## src/rtl/seq_alu_pkg.sv

```systemverilog
// Shared types and constants for the sequential ALU: op codes, flag bit positions, FSM states.
package seq_alu_pkg;

    typedef enum logic [4:0] {
        OP_ADD = 5'd0,
        OP_SUB = 5'd1,
        OP_MUL = 5'd2,
        OP_DIV = 5'd3,
        OP_MOD = 5'd4,
        OP_AND = 5'd5,
        OP_OR  = 5'd6,
        OP_XOR = 5'd7,
        OP_SLL = 5'd8,
        OP_SRL = 5'd9
    } op_t;

    localparam int FLG_N = 4;
    localparam int FLG_Z = 3;
    localparam int FLG_C = 2;
    localparam int FLG_V = 1;
    localparam int FLG_E = 0;

    typedef enum logic {
        IDLE = 1'b0,
        ITER = 1'b1
    } state_t;

endpackage

```

## src/rtl/seq_alu_if.sv

```systemverilog
// Operand/result bundle between the register-file side (master) and the ALU (slave).
// Q_hi exists only when SEQ_ALU_MULHI_EN is defined.
interface seq_alu_if #(parameter int N = 4);

    logic         in_valid;
    logic         in_ready;
    logic [N-1:0] A;
    logic [N-1:0] B;
    logic [4:0]   ALUControl;
    logic         out_valid;
    logic [N-1:0] Q;
    logic [4:0]   F;
`ifdef SEQ_ALU_MULHI_EN
    logic [N-1:0] Q_hi;

    modport master (
        output in_valid, A, B, ALUControl,
        input  in_ready, out_valid, Q, F, Q_hi
    );

    modport slave (
        input  in_valid, A, B, ALUControl,
        output in_ready, out_valid, Q, F, Q_hi
    );
`else
    modport master (
        output in_valid, A, B, ALUControl,
        input  in_ready, out_valid, Q, F
    );

    modport slave (
        input  in_valid, A, B, ALUControl,
        output in_ready, out_valid, Q, F
    );
`endif

endinterface

```

## src/rtl/seq_alu_iter.sv

```systemverilog
// Shared 2N-bit shift register running N iterations of shift-add multiply or restoring divide.
// Outputs show the value after the current iteration, so they are final while done is high.
module seq_alu_iter #(
    parameter int N = 4
) (
    input  logic           clk,
    input  logic           rst_n,
    input  logic           start,
    input  logic           mode_div,
    input  logic [N-1:0]   a,
    input  logic [N-1:0]   b,
    output logic           done,
    output logic [2*N-1:0] product,
    output logic [N-1:0]   quotient,
    output logic [N-1:0]   remainder
);

    localparam int CW = $clog2(N + 1);

    logic          busy;
    logic [CW-1:0] cnt;
    logic          div_r;
    logic [N-1:0]  dvs;
    logic [N-1:0]  hi;
    logic [N-1:0]  lo;
    logic [N-1:0]  nxt_hi;
    logic [N-1:0]  nxt_lo;
    logic [N:0]    sum;
    logic [N:0]    shl;
    logic [N:0]    diff;

    // Multiply keeps the multiplier in lo and shifts the partial product in from the top;
    // divide shifts the dividend out of lo into the remainder in hi, quotient bits enter lo.
    always_comb begin
        sum    = {1'b0, hi} + {1'b0, dvs};
        shl    = {hi, lo[N-1]};
        diff   = shl - {1'b0, dvs};
        nxt_hi = hi;
        nxt_lo = lo;
        if (div_r) begin
            if (!diff[N]) begin
                nxt_hi = diff[N-1:0];
                nxt_lo = {lo[N-2:0], 1'b1};
            end else begin
                nxt_hi = shl[N-1:0];
                nxt_lo = {lo[N-2:0], 1'b0};
            end
        end else if (lo[0]) begin
            nxt_hi = sum[N:1];
            nxt_lo = {sum[0], lo[N-1:1]};
        end else begin
            nxt_hi = {1'b0, hi[N-1:1]};
            nxt_lo = {hi[0], lo[N-1:1]};
        end
    end

    always_ff @(posedge clk or negedge rst_n) begin
        if (!rst_n) begin
            busy  <= 1'b0;
            cnt   <= '0;
            div_r <= 1'b0;
            dvs   <= '0;
            hi    <= '0;
            lo    <= '0;
        end else if (start) begin
            busy  <= 1'b1;
            cnt   <= '0;
            div_r <= mode_div;
            dvs   <= b;
            hi    <= '0;
            lo    <= a;
        end else if (busy) begin
            hi <= nxt_hi;
            lo <= nxt_lo;
            if (cnt == CW'(N - 1)) begin
                busy <= 1'b0;
                cnt  <= '0;
            end else begin
                cnt <= cnt + 1'b1;
            end
        end
    end

    assign done      = busy && (cnt == CW'(N - 1));
    assign product   = {nxt_hi, nxt_lo};
    assign quotient  = nxt_lo;
    assign remainder = nxt_hi;

endmodule

```

## src/rtl/seq_alu.sv

```systemverilog
// Registered N-bit ALU: single-cycle add/sub/logic/shift, N-iteration mul/div/mod.
// Define SEQ_ALU_MULHI_EN to expose the high product half on bus.Q_hi.
module seq_alu
    import seq_alu_pkg::*;
#(
    parameter int N = 4
) (
    input  logic       clk,
    input  logic       rst_n,
    seq_alu_if.slave   bus
);

    localparam logic [N:0] NV = (N + 1)'(N);

    state_t         state;
    state_t         next_state;
    logic [4:0]     op_r;
    logic           out_valid_r;
    logic [N-1:0]   q_r;
    logic [4:0]     f_r;

    logic [N:0]     sum;
    logic [N:0]     diff;
    logic           b_nz;
    logic           big_shift;
    logic           multi;
    logic [N-1:0]   sc_q;
    logic           sc_c;
    logic           sc_v;
    logic           sc_e;

    logic           it_done;
    logic [2*N-1:0] it_product;
    logic [N-1:0]   it_quotient;
    logic [N-1:0]   it_remainder;
    logic [N-1:0]   it_q;
    logic           it_v;

    logic           start;
    logic           wr;
    logic [N-1:0]   wr_q;
    logic           wr_c;
    logic           wr_v;
    logic           wr_e;

`ifdef SEQ_ALU_MULHI_EN
    logic [N-1:0]   qhi_r;
    logic [N-1:0]   it_hi;
    logic [N-1:0]   wr_hi;
`endif

    seq_alu_iter #(.N(N)) u_iter (
        .clk       (clk),
        .rst_n     (rst_n),
        .start     (start),
        .mode_div  (bus.ALUControl != OP_MUL),
        .a         (bus.A),
        .b         (bus.B),
        .done      (it_done),
        .product   (it_product),
        .quotient  (it_quotient),
        .remainder (it_remainder)
    );

    // Single-cycle results; mul/div/mod only raise 'multi' unless B==0 lets them finish now.
    always_comb begin
        sum       = {1'b0, bus.A} + {1'b0, bus.B};
        diff      = {1'b0, bus.A} - {1'b0, bus.B};
        b_nz      = |bus.B;
        big_shift = ({1'b0, bus.B} >= NV);
        multi     = 1'b0;
        sc_q      = '0;
        sc_c      = 1'b0;
        sc_v      = 1'b0;
        sc_e      = 1'b0;
        case (bus.ALUControl)
            OP_ADD: begin
                sc_q = sum[N-1:0];
                sc_c = sum[N];
                sc_v = (bus.A[N-1] == bus.B[N-1]) && (sum[N-1] != bus.A[N-1]);
            end
            OP_SUB: begin
                sc_q = diff[N-1:0];
                sc_c = ~diff[N];
                sc_v = (bus.A[N-1] != bus.B[N-1]) && (diff[N-1] != bus.A[N-1]);
            end
            OP_MUL: multi = b_nz;
            OP_DIV: begin
                multi = b_nz;
                sc_q  = '1;
                sc_e  = ~b_nz;
            end
            OP_MOD: begin
                multi = b_nz;
                sc_q  = bus.A;
                sc_e  = ~b_nz;
            end
            OP_AND: sc_q = bus.A & bus.B;
            OP_OR:  sc_q = bus.A | bus.B;
            OP_XOR: sc_q = bus.A ^ bus.B;
            OP_SLL: sc_q = big_shift ? '0 : (bus.A << bus.B);
            OP_SRL: sc_q = big_shift ? '0 : (bus.A >> bus.B);
            default: sc_e = 1'b1;
        endcase
    end

    always_comb begin
        it_q = it_product[N-1:0];
        if (op_r == OP_DIV) begin
            it_q = it_quotient;
        end else if (op_r == OP_MOD) begin
            it_q = it_remainder;
        end
        it_v = (op_r == OP_MUL) && (|it_product[2*N-1:N]);
`ifdef SEQ_ALU_MULHI_EN
        it_hi = (op_r == OP_MUL) ? it_product[2*N-1:N] : '0;
`endif
    end

    always_comb begin
        next_state = state;
        start      = 1'b0;
        wr         = 1'b0;
        wr_q       = '0;
        wr_c       = 1'b0;
        wr_v       = 1'b0;
        wr_e       = 1'b0;
`ifdef SEQ_ALU_MULHI_EN
        wr_hi      = '0;
`endif
        case (state)
            IDLE: begin
                if (bus.in_valid) begin
                    if (multi) begin
                        start      = 1'b1;
                        next_state = ITER;
                    end else begin
                        wr   = 1'b1;
                        wr_q = sc_q;
                        wr_c = sc_c;
                        wr_v = sc_v;
                        wr_e = sc_e;
                    end
                end
            end
            ITER: begin
                if (it_done) begin
                    wr         = 1'b1;
                    wr_q       = it_q;
                    wr_v       = it_v;
`ifdef SEQ_ALU_MULHI_EN
                    wr_hi      = it_hi;
`endif
                    next_state = IDLE;
                end
            end
            default: next_state = IDLE;
        endcase
    end

    always_ff @(posedge clk or negedge rst_n) begin
        if (!rst_n) begin
            state       <= IDLE;
            op_r        <= '0;
            out_valid_r <= 1'b0;
            q_r         <= '0;
            f_r         <= '0;
`ifdef SEQ_ALU_MULHI_EN
            qhi_r       <= '0;
`endif
        end else begin
            state       <= next_state;
            out_valid_r <= wr;
            if (start) begin
                op_r <= bus.ALUControl;
            end
            if (wr) begin
                q_r        <= wr_q;
                f_r[FLG_N] <= wr_q[N-1];
                f_r[FLG_Z] <= ~|wr_q;
                f_r[FLG_C] <= wr_c;
                f_r[FLG_V] <= wr_v;
                f_r[FLG_E] <= wr_e;
`ifdef SEQ_ALU_MULHI_EN
                qhi_r      <= wr_hi;
`endif
            end
        end
    end

    assign bus.in_ready  = (state == IDLE);
    assign bus.out_valid = out_valid_r;
    assign bus.Q         = q_r;
    assign bus.F         = f_r;
`ifdef SEQ_ALU_MULHI_EN
    assign bus.Q_hi      = qhi_r;
`endif

endmodule

```

## src/flat_wrapper.sv

```systemverilog
// flat-port wrapper written by rule: the top's interface ports become plain ports
module seq_alu_flat import seq_alu_pkg::*;
#(
    parameter int N = 4
)
  (clk, rst_n, bus_in_valid, bus_A, bus_B, bus_ALUControl, bus_in_ready, bus_out_valid, bus_Q, bus_F);
  seq_alu_if #(.N(N)) bus_i ();
  input  logic clk;
  input  logic rst_n;
  input wire logic [$bits(bus_i.in_valid)-1:0] bus_in_valid;
  input wire logic [$bits(bus_i.A)-1:0] bus_A;
  input wire logic [$bits(bus_i.B)-1:0] bus_B;
  input wire logic [$bits(bus_i.ALUControl)-1:0] bus_ALUControl;
  output wire logic [$bits(bus_i.in_ready)-1:0] bus_in_ready;
  output wire logic [$bits(bus_i.out_valid)-1:0] bus_out_valid;
  output wire logic [$bits(bus_i.Q)-1:0] bus_Q;
  output wire logic [$bits(bus_i.F)-1:0] bus_F;
  assign bus_i.in_valid = bus_in_valid;
  assign bus_i.A = bus_A;
  assign bus_i.B = bus_B;
  assign bus_i.ALUControl = bus_ALUControl;
  assign bus_in_ready = bus_i.in_ready;
  assign bus_out_valid = bus_i.out_valid;
  assign bus_Q = bus_i.Q;
  assign bus_F = bus_i.F;
  seq_alu #(.N(N)) u_core (.clk(clk), .rst_n(rst_n), .bus(bus_i));
endmodule
```

## config.mk

```make
export PLATFORM = sky130hd
export DESIGN_NAME = seq_alu_flat
export DESIGN_NICKNAME = d
export VERILOG_FILES = /design/src/rtl/seq_alu_pkg.sv /design/src/rtl/seq_alu_if.sv /design/src/rtl/seq_alu_iter.sv /design/src/rtl/seq_alu.sv /design/src/flat_wrapper.sv
export SDC_FILE = /design/constraint.sdc
export NUM_CORES = 1
export LEC_CHECK = 0
export CAP_MARGIN = 20
export CORE_MARGIN = 2
export CORE_UTILIZATION = 60
export CTS_BUF_LIST = sky130_fd_sc_hd__clkbuf_4
export DETAILED_ROUTE_END_ITERATION = 10
export GPL_TIMING_DRIVEN = 1
export PLACE_DENSITY_LB_ADDON = 0.2
export SLEW_MARGIN = 40
export SYNTH_ARGS = -nofsm -noshare
export SYNTH_HDL_FRONTEND = slang
export SYNTH_HIERARCHICAL = 1
export SYNTH_SLANG_ARGS = --single-unit
```

## constraint.sdc

```tcl
create_clock -name clk -period 3.8 [get_ports clk]
set_input_delay 1.14 -clock clk [delete_from_list [all_inputs] [get_ports clk]]
set_output_delay 1.14 -clock clk [all_outputs]
set_load 0.05 [all_outputs]
```

== Yosys cells after proc, flatten, opt, wreduce, memory -nomap -nowiden ==
Cells that the tools add are included.

* Flip-flop bits (word level): 33
* Input bits: 16

* Add/subtract/negate cells: 5
* $lt $le $gt $ge: 1
* Equality and inequality tests: 18
* Shift operators: 2
* Mux-type cells: 48
* Bitwise logic cells: 6
* Reductions and logical operators: 13

{| class="wikitable"
|+ Operators by type and width
! operator !! count
|-
| 2-to-1 mux 4 bit || 16
|-
| case mux 4 bit (9 select lines) || 1
|-
| == test 5 x 3 -> 1 bit (second input constant) || 5
|-
| 2-to-1 mux 1 bit || 21
|-
| == test 5 x 2 -> 1 bit (second input constant) || 4
|-
| case mux 1 bit (2 select lines) || 6
|-
| OR reduction 4 bit || 3
|-
| adder 4 x 4 -> 5 bit || 2
|-
| == test 5 x 4 -> 1 bit (second input constant) || 2
|-
| 2-to-1 mux 3 bit || 3
|-
| case mux 4 bit (2 select lines) || 1
|-
| OR reduction 8 bit || 1
|-
| == test 5 x 1 -> 1 bit (second input constant) || 1
|-
| zero test 5 bit || 1
|-
| inequality test 5 x 2 -> 1 bit (second input constant) || 1
|-
| subtractor 4 x 4 -> 5 bit || 1
|-
| subtractor 5 x 4 -> 5 bit || 1
|-
| AND 4 bit || 1
|-
| greater-or-equal comparator 4 x 3 -> 1 bit (second input constant) || 1
|-
| logical AND 1 bit || 4
|-
| OR 4 bit || 1
|-
| << shifter 4 x 4 -> 4 bit || 1
|-
| >> shifter 4 x 4 -> 4 bit || 1
|-
| XOR 4 bit || 1
|-
| other kinds (9) || 13
|}

== Depth between registers and ports, before layout ==
Gate-level depths: netlist of run 1.

* Depth after elaboration: 9
* Depth in mapped cells: 15
* Depth with buffers taken out: 14

== Hierarchy ==
Netlist of run 1, hierarchy kept.

{| class="wikitable"
|+ By module, submodules not included
! module !! instances !! cells each !! area each (µm²) !! seq. area each (µm²)
|-
| seq_alu || 1 || 199 || 1661.6 || 375.4
|-
| seq_alu_iter || 1 || 138 || 1292.5 || 425.4
|}

== Least setup slack after synthesis of run 1 ==
OpenSTA, ideal clock, no wires.

* Path type: reg-to-reg
* From: reg u_core.u_iter.lo[3]
* To: reg u_core.f_r[3] (netlist: u_core/bus.F[3])
* Data arrival time: 3055 ps
* Slack: 671 ps
* Cell stages (with the launch flop): 16
* Path through: dfrtp_1 > inv_1 > ha_1 > inv_1 > fa_1 > a21o_1 > a21oi_4 > xnor2_4 > mux2_4 > o21ai_0 > buf_4 > mux2_2 > mux2i_1 > o221ai_2 > or3_1 > o21ai_2

* Word-level cells in the longest chain between the ends: 9
* Elaborated cells on any way between the ends: 12
* Those cells by class: add/sub (1); mux (9); reduce/logical (2)

{| class="wikitable"
|+ Ends and longest elaborated chain
! item !! RTL line !! text
|-
| start, declared || seq_alu_iter.sv:25 || <nowiki>logic [N-1:0] lo;</nowiki>
|-
| start signal, assigned || seq_alu_iter.sv:74 || <nowiki>lo <= nxt_lo;</nowiki>
|-
| subtractor 5 x 4 -> 5 bit || seq_alu_iter.sv:37 || <nowiki>diff = shl - {1'b0, dvs};</nowiki>
|-
| 2-to-1 mux 4 bit || seq_alu_iter.sv:41 || <nowiki>if (!diff[N]) begin</nowiki>
|-
| 2-to-1 mux 4 bit || seq_alu_iter.sv:40 || <nowiki>if (div_r) begin</nowiki>
|-
| named net u_core.it_product[6] || seq_alu.sv:33 || <nowiki>logic [2*N-1:0] it_product;</nowiki>
|-
| 2-to-1 mux 4 bit || seq_alu.sv:111 || <nowiki>end else if (op_r == OP_MOD) begin</nowiki>
|-
| 2-to-1 mux 4 bit || seq_alu.sv:109 || <nowiki>if (op_r == OP_DIV) begin</nowiki>
|-
| 2-to-1 mux 4 bit || seq_alu.sv:147 || <nowiki>if (it_done) begin</nowiki>
|-
| case mux 4 bit (2 select lines) || seq_alu.sv:131 || <nowiki>case (state)</nowiki>
|-
| OR reduction 4 bit || seq_alu.sv:180 || <nowiki>f_r[FLG_Z] <= ~|wr_q;</nowiki>
|-
| zero test 1 bit || seq_alu.sv:180 ||
|-
| end signal, assigned by index || seq_alu.sv:180 ||
|-
| end signal, assigned by index || seq_alu.sv:181 || <nowiki>f_r[FLG_C] <= wr_c;</nowiki>
|-
| end signal, assigned by index || seq_alu.sv:182 || <nowiki>f_r[FLG_V] <= wr_v;</nowiki>
|-
| end, declared || seq_alu.sv:20 || <nowiki>logic [4:0] f_r;</nowiki>
|}

The timed path passes the listed nets, and every way through them passes these cells.
A chain may end at the register's enable or synchronous reset.

== Final worst setup path of run 1 ==
* From: in bus_A[0]
* To: reg u_core.f_r[3] (netlist: u_core/bus.F[3])

* Word-level cells in the longest chain between the ends: 8
* Elaborated cells on any way between the ends: 15
* Those cells by class: add/sub (2); shift (2); mux (6); bitwise (3); reduce/logical (2)

{| class="wikitable"
|+ Ends and longest elaborated chain
! item !! RTL line !! text
|-
| start, declared || flat_wrapper.sv:11 || <nowiki>input wire logic [$bits(bus_i.A)-1:0] bus_A;</nowiki>
|-
| >> shifter 4 x 4 -> 4 bit or << shifter 4 x 4 -> 4 bit (tied branches) || seq_alu.sv:102, seq_alu.sv:101 ||
|-
| 2-to-1 mux 4 bit, on equally long branches || seq_alu.sv:102, seq_alu.sv:101 ||
|-
| case mux 4 bit (9 select lines) * || seq_alu.sv:76 || <nowiki>case (bus.ALUControl)</nowiki>
|-
| 2-to-1 mux 4 bit * || seq_alu.sv:134 || <nowiki>if (multi) begin</nowiki>
|-
| 2-to-1 mux 4 bit * || seq_alu.sv:133 || <nowiki>if (bus.in_valid) begin</nowiki>
|-
| case mux 4 bit (2 select lines) * || seq_alu.sv:131 ||
|-
| OR reduction 4 bit * || seq_alu.sv:180 ||
|-
| zero test 1 bit * || seq_alu.sv:180 ||
|}

Mark *: on every way between the ends. The rest lies on a longest branch, timed or not.

==> results of run 1 <==
-- power groups by stage --
stage	Sequential, W	Clock, W	Combinational (W)
floorplan	0.000347	0	0.0000757
global placement	0.000347	0	0.000131
detailed placement	0.000347	0	0.000134
CTS	0.000340	0.000269	0.000135
global route	0.000340	0.000290	0.000150
finish	0.000340	0.000264	0.000135
-- worst max path at each step --
stage                        start         endpoint  slack (ns)  depth (start not counted)
6_report                  bus_A[0]  u_core/bus.F[3]        0.31                         11
5_1_grt                   bus_A[0]  u_core/bus.F[3]        0.19                         11
4_1_cts                   bus_A[0]  u_core/bus.F[3]        0.30                         11
3_5_place_dp              bus_A[0]  u_core/bus.F[3]       -0.06                         11
3_3_place_gp              bus_A[0]  u_core/bus.F[3]       0.004                         11
2_1_floorplan  u_core/u_iter/lo[3]  u_core/bus.F[3]        0.67                         15
-- sequential cells by signal, summed over array words and instances (netlist names) --
register	cells
u_core/u_iter/cnt	3
u_core/state	1
u_core/u_iter/div_r	1
u_core/bus.F	4
u_core/u_iter/busy	1
u_core/bus.Q	4
u_core/u_iter/dvs	4
u_core/op_r	5
u_core/u_iter/lo	4
u_core/u_iter/hi	4
u_core/bus.out_valid	1
-- area by class of cell --
class	count	share of cell area, %
Multi-Input combinational cell	253	56.2
Clock inverter	2	1.04
Tap cell	67	2.49
Clock buffer	6	1.34
Timing Repair Buffer	46	12.2
Sequential cell	32	23.8
Inverter	25	2.93
-- cell usage after synthesis (4+ instances only) --
cell,number
o22ai_1,7
mux2_2,6
a21o_1,6
inv_1,24
fa_1,4
mux2i_1,18
buf_4,9
nand3_1,5
nand2_1,30
nor2b_1,6
a31oi_1,5
a21oi_1,11
xnor2_1,4
nor2_1,30
clkbuf_1,8
nand2b_1,6
dfrtp_1,32
buf_2,6
a211oi_1,5
ha_1,21
o21ai_0,20
-- layer usage --
metal | up-vias | track usage, % | part of all wire, %
met5 | - | 0 | 0
met4 | 0 | 11.3 | 2.0
met3 | 15 | 6.50 | 5.9
met2 | 78 | 44.0 | 49
met1 | 1224 | 34.3 | 43
li1 | 1256 | - | -
-- kinds of logic after synthesis --
logic type	Yosys count
flops	32
compound gates	96
fa+ha+maj	25
xor+xnor	6
mux	25
simple gates	101
buf+inv	52
-- per-stage QoR --
step / setup TNS, ns / util, %
after floorplan: 0 / -
after global placement: 0 / 69.6
after detailed placement: -0.0575 / 69.6
after CTS: 0 / 71.3
after global routing: 0 / 71.3
final: 0 / 71.3
==> out/results.ini, run 1 <==
[routing]
vias=2573
avgRoutedWirePerCell_um=15.6
drt_iter0_markers=129
drc=0
vias_per_cell=5.97
drt_wl_total_mm=6.73
route.antenna.remaining_nets=0
drtPass1Iterations=4

[clock_network]
hold_buffers=0
post_cts.repair.setup_buffers=0
cts_tree=done
clk_latency_ns=0.35
numClockSinks=32
cts_resized=0
htree_levels=2
cts_buffer_depth=2
cts_made_buffers=5
path_clk_slew_ns=0.10
root_buffer=clkbuf_4

[layout]
final_common_cell=dfrtp_1
nets=404
fin_cells=431
syn2layout_area_growth_pct=14.0
drive_above_1_share_pct=15.9
design_area_mm2=0.00337
antenna_cells=0
mostFrequentLayoutCells=dfrtp_1, nor2_1, nand2_1, clkdlybuf4s50_1, inv_1
fill_cells=377
regArea_um2=801
multiInputGateArea_mm2=0.00189

[synthesis]
synth_top_family_by_area=compound AO/OA/AOI/OAI gates
syn_area_per_cell_um2=8.77
synth_cells=337
yosys.area_share.simple_pct=17.3
ys_seq_area_share_pct=27.1
synth_compound_area_share_pct=23.9
synth_warnings=6
ys_types=70
synthTopCellsByArea=dfrtp_1, ha_1, mux2i_1
synth_edf_count=0
syn-cell-area_mm2=0.00295
synthXorXnorAreaFrac_pct=2.41
ys_ff_latch=32
synth.top_cell.area_share_pct=27.1
synth_flop_cell=dfrtp_1
synth_mux_area_share_pct=8.89
synth_fa_ha_area_share_pct=11.6
synth_fp_nets=378
synth_top_cell_by_area=dfrtp_1
async_flop_share_pct=100

[floorplanning]
io_pins=27
fp.dieH_um=74.2
die_w_um=74.2
start_util_pct=62.5
rows=25
coreArea_mm2=0.00472
dieArea_mm2=0.00550

[worst_setup_path]
cp_num_buf_inv=2
ff2ff_path_depth=14
startpoint_type=primary input
r2r_slack_ns=0.39
r2r-start=u_core/u_iter/lo[3]
crit_required_ns=4.08
slowest_delay_ns=0.50
cp_top_family=compound AO/OA/AOI/OAI gates
end_kind=flop
setup.worst_path.class=primary input to flop
worstPathMaxFanout=3
cp_cell_sequence=clkdlybuf4s50_1 > inv_1 > ha_1 > fa_1 > o21ba_2 > o221ai_1 > o311ai_0 > a2bb2oi_1 > o221ai_2 > or3_1 > o21ai_2
critical-path-slowest-cell=clkdlybuf4s50_1
r2r-end=u_core/bus.F[3]
cp_data_arrival_time_ns=3.77

[worst_hold_path]
hp-class=flop to flop
hold_path_end=u_core/bus.Q[1]
hold_depth=1
holdCritStartpoint=u_core/bus.Q[1]

[timing]
finalHoldViolCount=0
rsz0062_at_grt=false
fin_ws_ns=0.310
fmax_mhz=286
setup_viol=0
holdWs_ns=0.497
drv_slew=0
post-route-min-period_ns=3.49
min_period_over_period_pct=91.9
skew_ns=0.0102
slew_headroom_pct=57.5
tightest_slew_ns=0.638

[placed_design]
gp_congestion=0.888
dp_cells=423
placed_area_mm2=0.00329
dp_slack_ns=-0.0575
io_buffers=26
hpwl_mm=5.22

[power_and_ir_drop]
vdd_drop_max_mv=0.206
switchingPower_w=0.000194
p_clk_share_pct=35.7
p_sw_share_pct=26.2
combPwrFrac_pct=18.3
internal_power_w=0.000546
power_density_mw_per_mm2=220
power.leakage_nw=1.50
finalPower_w=0.000740
seqPwrFrac_pct=46.0

[global_route]
globalRouteOverflowTotal=0
grt_usage_pct=27.0
grt_pass1_wl_mm=11.3
grt_pass1_vias=2442
grt_max_degree=33
antenna_found_initial=0

[flow_run]
drv_cap=0

[status]
status=complete, no violations

Note: power is estimated with default switching activity, not from simulation.
==> run 2, diff against run 1 <==
--- a/config.mk
+++ b/config.mk
@@ -7,7 +7,7 @@
 export LEC_CHECK = 0
 export CAP_MARGIN = 20
 export CORE_MARGIN = 2
-export CORE_UTILIZATION = 60
+export CORE_UTILIZATION = 55
 export CTS_BUF_LIST = sky130_fd_sc_hd__clkbuf_4
 export DETAILED_ROUTE_END_ITERATION = 10
 export GPL_TIMING_DRIVEN = 1
==> run 2 against run 1 <==
- via count fell by 1.9%
- register-to-register slack gained 0.05 ns
- combinational power about the same
- non-clock buffer count down 2
- sequential cell count did not move
- power up 0.40%
- hold slack got worse by 0.0036 ns
- final area about the same
==> out/results.ini, run 2 (synthesized netlist as in run 1, its figures left out) <==
[status]
status=complete, no violations

[layout]
final_common_cell=dfrtp_1
syn2layout_area_growth_pct=14.1
multiInputGateArea_mm2=0.00189
nets=402
regArea_um2=801
mostFrequentLayoutCells=dfrtp_1, nor2_1, nand2_1, clkdlybuf4s50_1, inv_1
drive_above_1_share_pct=15.5
antenna_cells=0
design_area_mm2=0.00337
fill_cells=463
largest_register=u_core/op_r
largest_reg_flops=5
fin_cells=432

[global_route]
globalRouteOverflowTotal=0
grt_pass1_vias=2432
antenna_found_initial=0
grt_max_degree=33
grt_usage_pct=24.8
grt_pass1_wl_mm=11.8

[timing]
tightest_slew_ns=0.613
rsz0062_at_grt=false
fin_ws_ns=0.251
drv_slew=0
post-route-min-period_ns=3.55
setup_viol=0
holdWs_ns=0.494
min_period_over_period_pct=93.4
finalHoldViolCount=0
slew_headroom_pct=59.1
skew_ns=0.0126
fmax_mhz=282

[routing]
drc=0
vias_per_cell=5.84
drt_wl_total_mm=6.82
drt_iter0_markers=158
route.antenna.remaining_nets=0
vias=2525
avgRoutedWirePerCell_um=15.8
drtPass1Iterations=4

[placed_design]
dp_cells=424
gp_congestion=0.886
io_buffers=26
hpwl_mm=5.27
placed_area_mm2=0.00329
dp_slack_ns=-0.0373

[worst_hold_path]
hold_path_end=u_core/bus.Q[0]
holdCritStartpoint=u_core/bus.Q[0]
hp-class=flop to flop
hold_depth=1

[worst_setup_path]
cp_data_arrival_time_ns=3.82
r2r-end=u_core/bus.F[3]
crit_required_ns=4.07
startpoint_type=primary input
worstPathMaxFanout=3
setup.worst_path.class=primary input to flop
end_kind=flop
ff2ff_path_depth=14
r2r-start=u_core/u_iter/lo[3]
r2r_slack_ns=0.44

[clock_network]
post_cts.repair.setup_buffers=0
cts_made_buffers=5
root_buffer=clkbuf_4
cts_tree=done
cts_buffer_depth=2
hold_buffers=0
numClockSinks=32
cts_resized=0
path_clk_slew_ns=0.10
htree_levels=2
clk_latency_ns=0.34

[power_and_ir_drop]
power.leakage_nw=1.49
switchingPower_w=0.000197
power_density_mw_per_mm2=221
seqPwrFrac_pct=45.8
p_sw_share_pct=26.5
combPwrFrac_pct=18.5
p_clk_share_pct=35.7
vdd_drop_max_mv=0.158
finalPower_w=0.000743
internal_power_w=0.000546

[floorplanning]
fp.dieH_um=77.3
die_w_um=77.3
start_util_pct=57.5
io_pins=27
coreArea_mm2=0.00514
dieArea_mm2=0.00597
rows=26

[flow_run]
drv_cap=0

## run 2: cell types whose count changed in the layout (fill, tap and decap cells not counted), sizes merged
cell,delta
buf,-2
## run 2: critical path, stage by stage
cell             delay (ns)
clkdlybuf4s50_1        0.50
inv_1                  0.07
ha_1                   0.23
fa_1                   0.41
o21ba_2                0.21
o221ai_1               0.16
o311ai_0               0.18
a2bb2oi_1              0.29
o221ai_2               0.13
or3_1                  0.39
o21ai_2                0.11
## run 2: how the worst max path moves through the flow
stage | to | slack, ns | cells past startpoint | from
final | u_core/bus.F[3] | 0.25 | 11 | bus_A[0]
after detailed placement | u_core/bus.F[3] | -0.04 | 11 | bus_A[0]
after global placement | u_core/bus.F[3] | 0.04 | 11 | bus_A[0]
after global routing | u_core/bus.F[3] | 0.12 | 11 | bus_A[0]
after floorplan | u_core/bus.F[3] | 0.67 | 15 | u_core/u_iter/lo[3]
after CTS | u_core/bus.F[3] | 0.31 | 11 | bus_A[0]
## run 2: area by class of cell
class                      count  share of cell area, %
multi-input combinational    253                   56.2
sequential                    32                   23.8
timing repair buffer          44                   12.1
inverter                      25                   2.93
tap                           70                   2.60
clock buffer                   6                   1.34
clock inverter                 2                   1.04
## run 2: stage by stage
stage | util [%] | setup TNS (ns)
2_1_floorplan | - | 0
3_3_place_gp | 64.0 | 0
3_5_place_dp | 64.0 | -0.0373
4_1_cts | 65.6 | 0
5_1_grt | 65.6 | 0
6_report | 65.6 | 0
## run 2: layer usage
metal	wire length [um]	up-vias	part of all wire (%)	global-route usage, %
met1	3060	1190	45	33.1
met3	353	6	5.2	4.24
met5	0	-	0	0
li1	-	1253	-	-
met2	3330	76	49	41.7
met4	75	0	1.1	6.07
## run 2: power by group through the flow
stage	sequential, W	clock [W]	combinational [W]
final	0.000340	0.000265	0.000137
after global routing	0.000340	0.000295	0.000152
after global placement	0.000347	0	0.000132
after CTS	0.000340	0.000273	0.000136
after floorplan	0.000347	0	0.0000757
after detailed placement	0.000347	0	0.000135
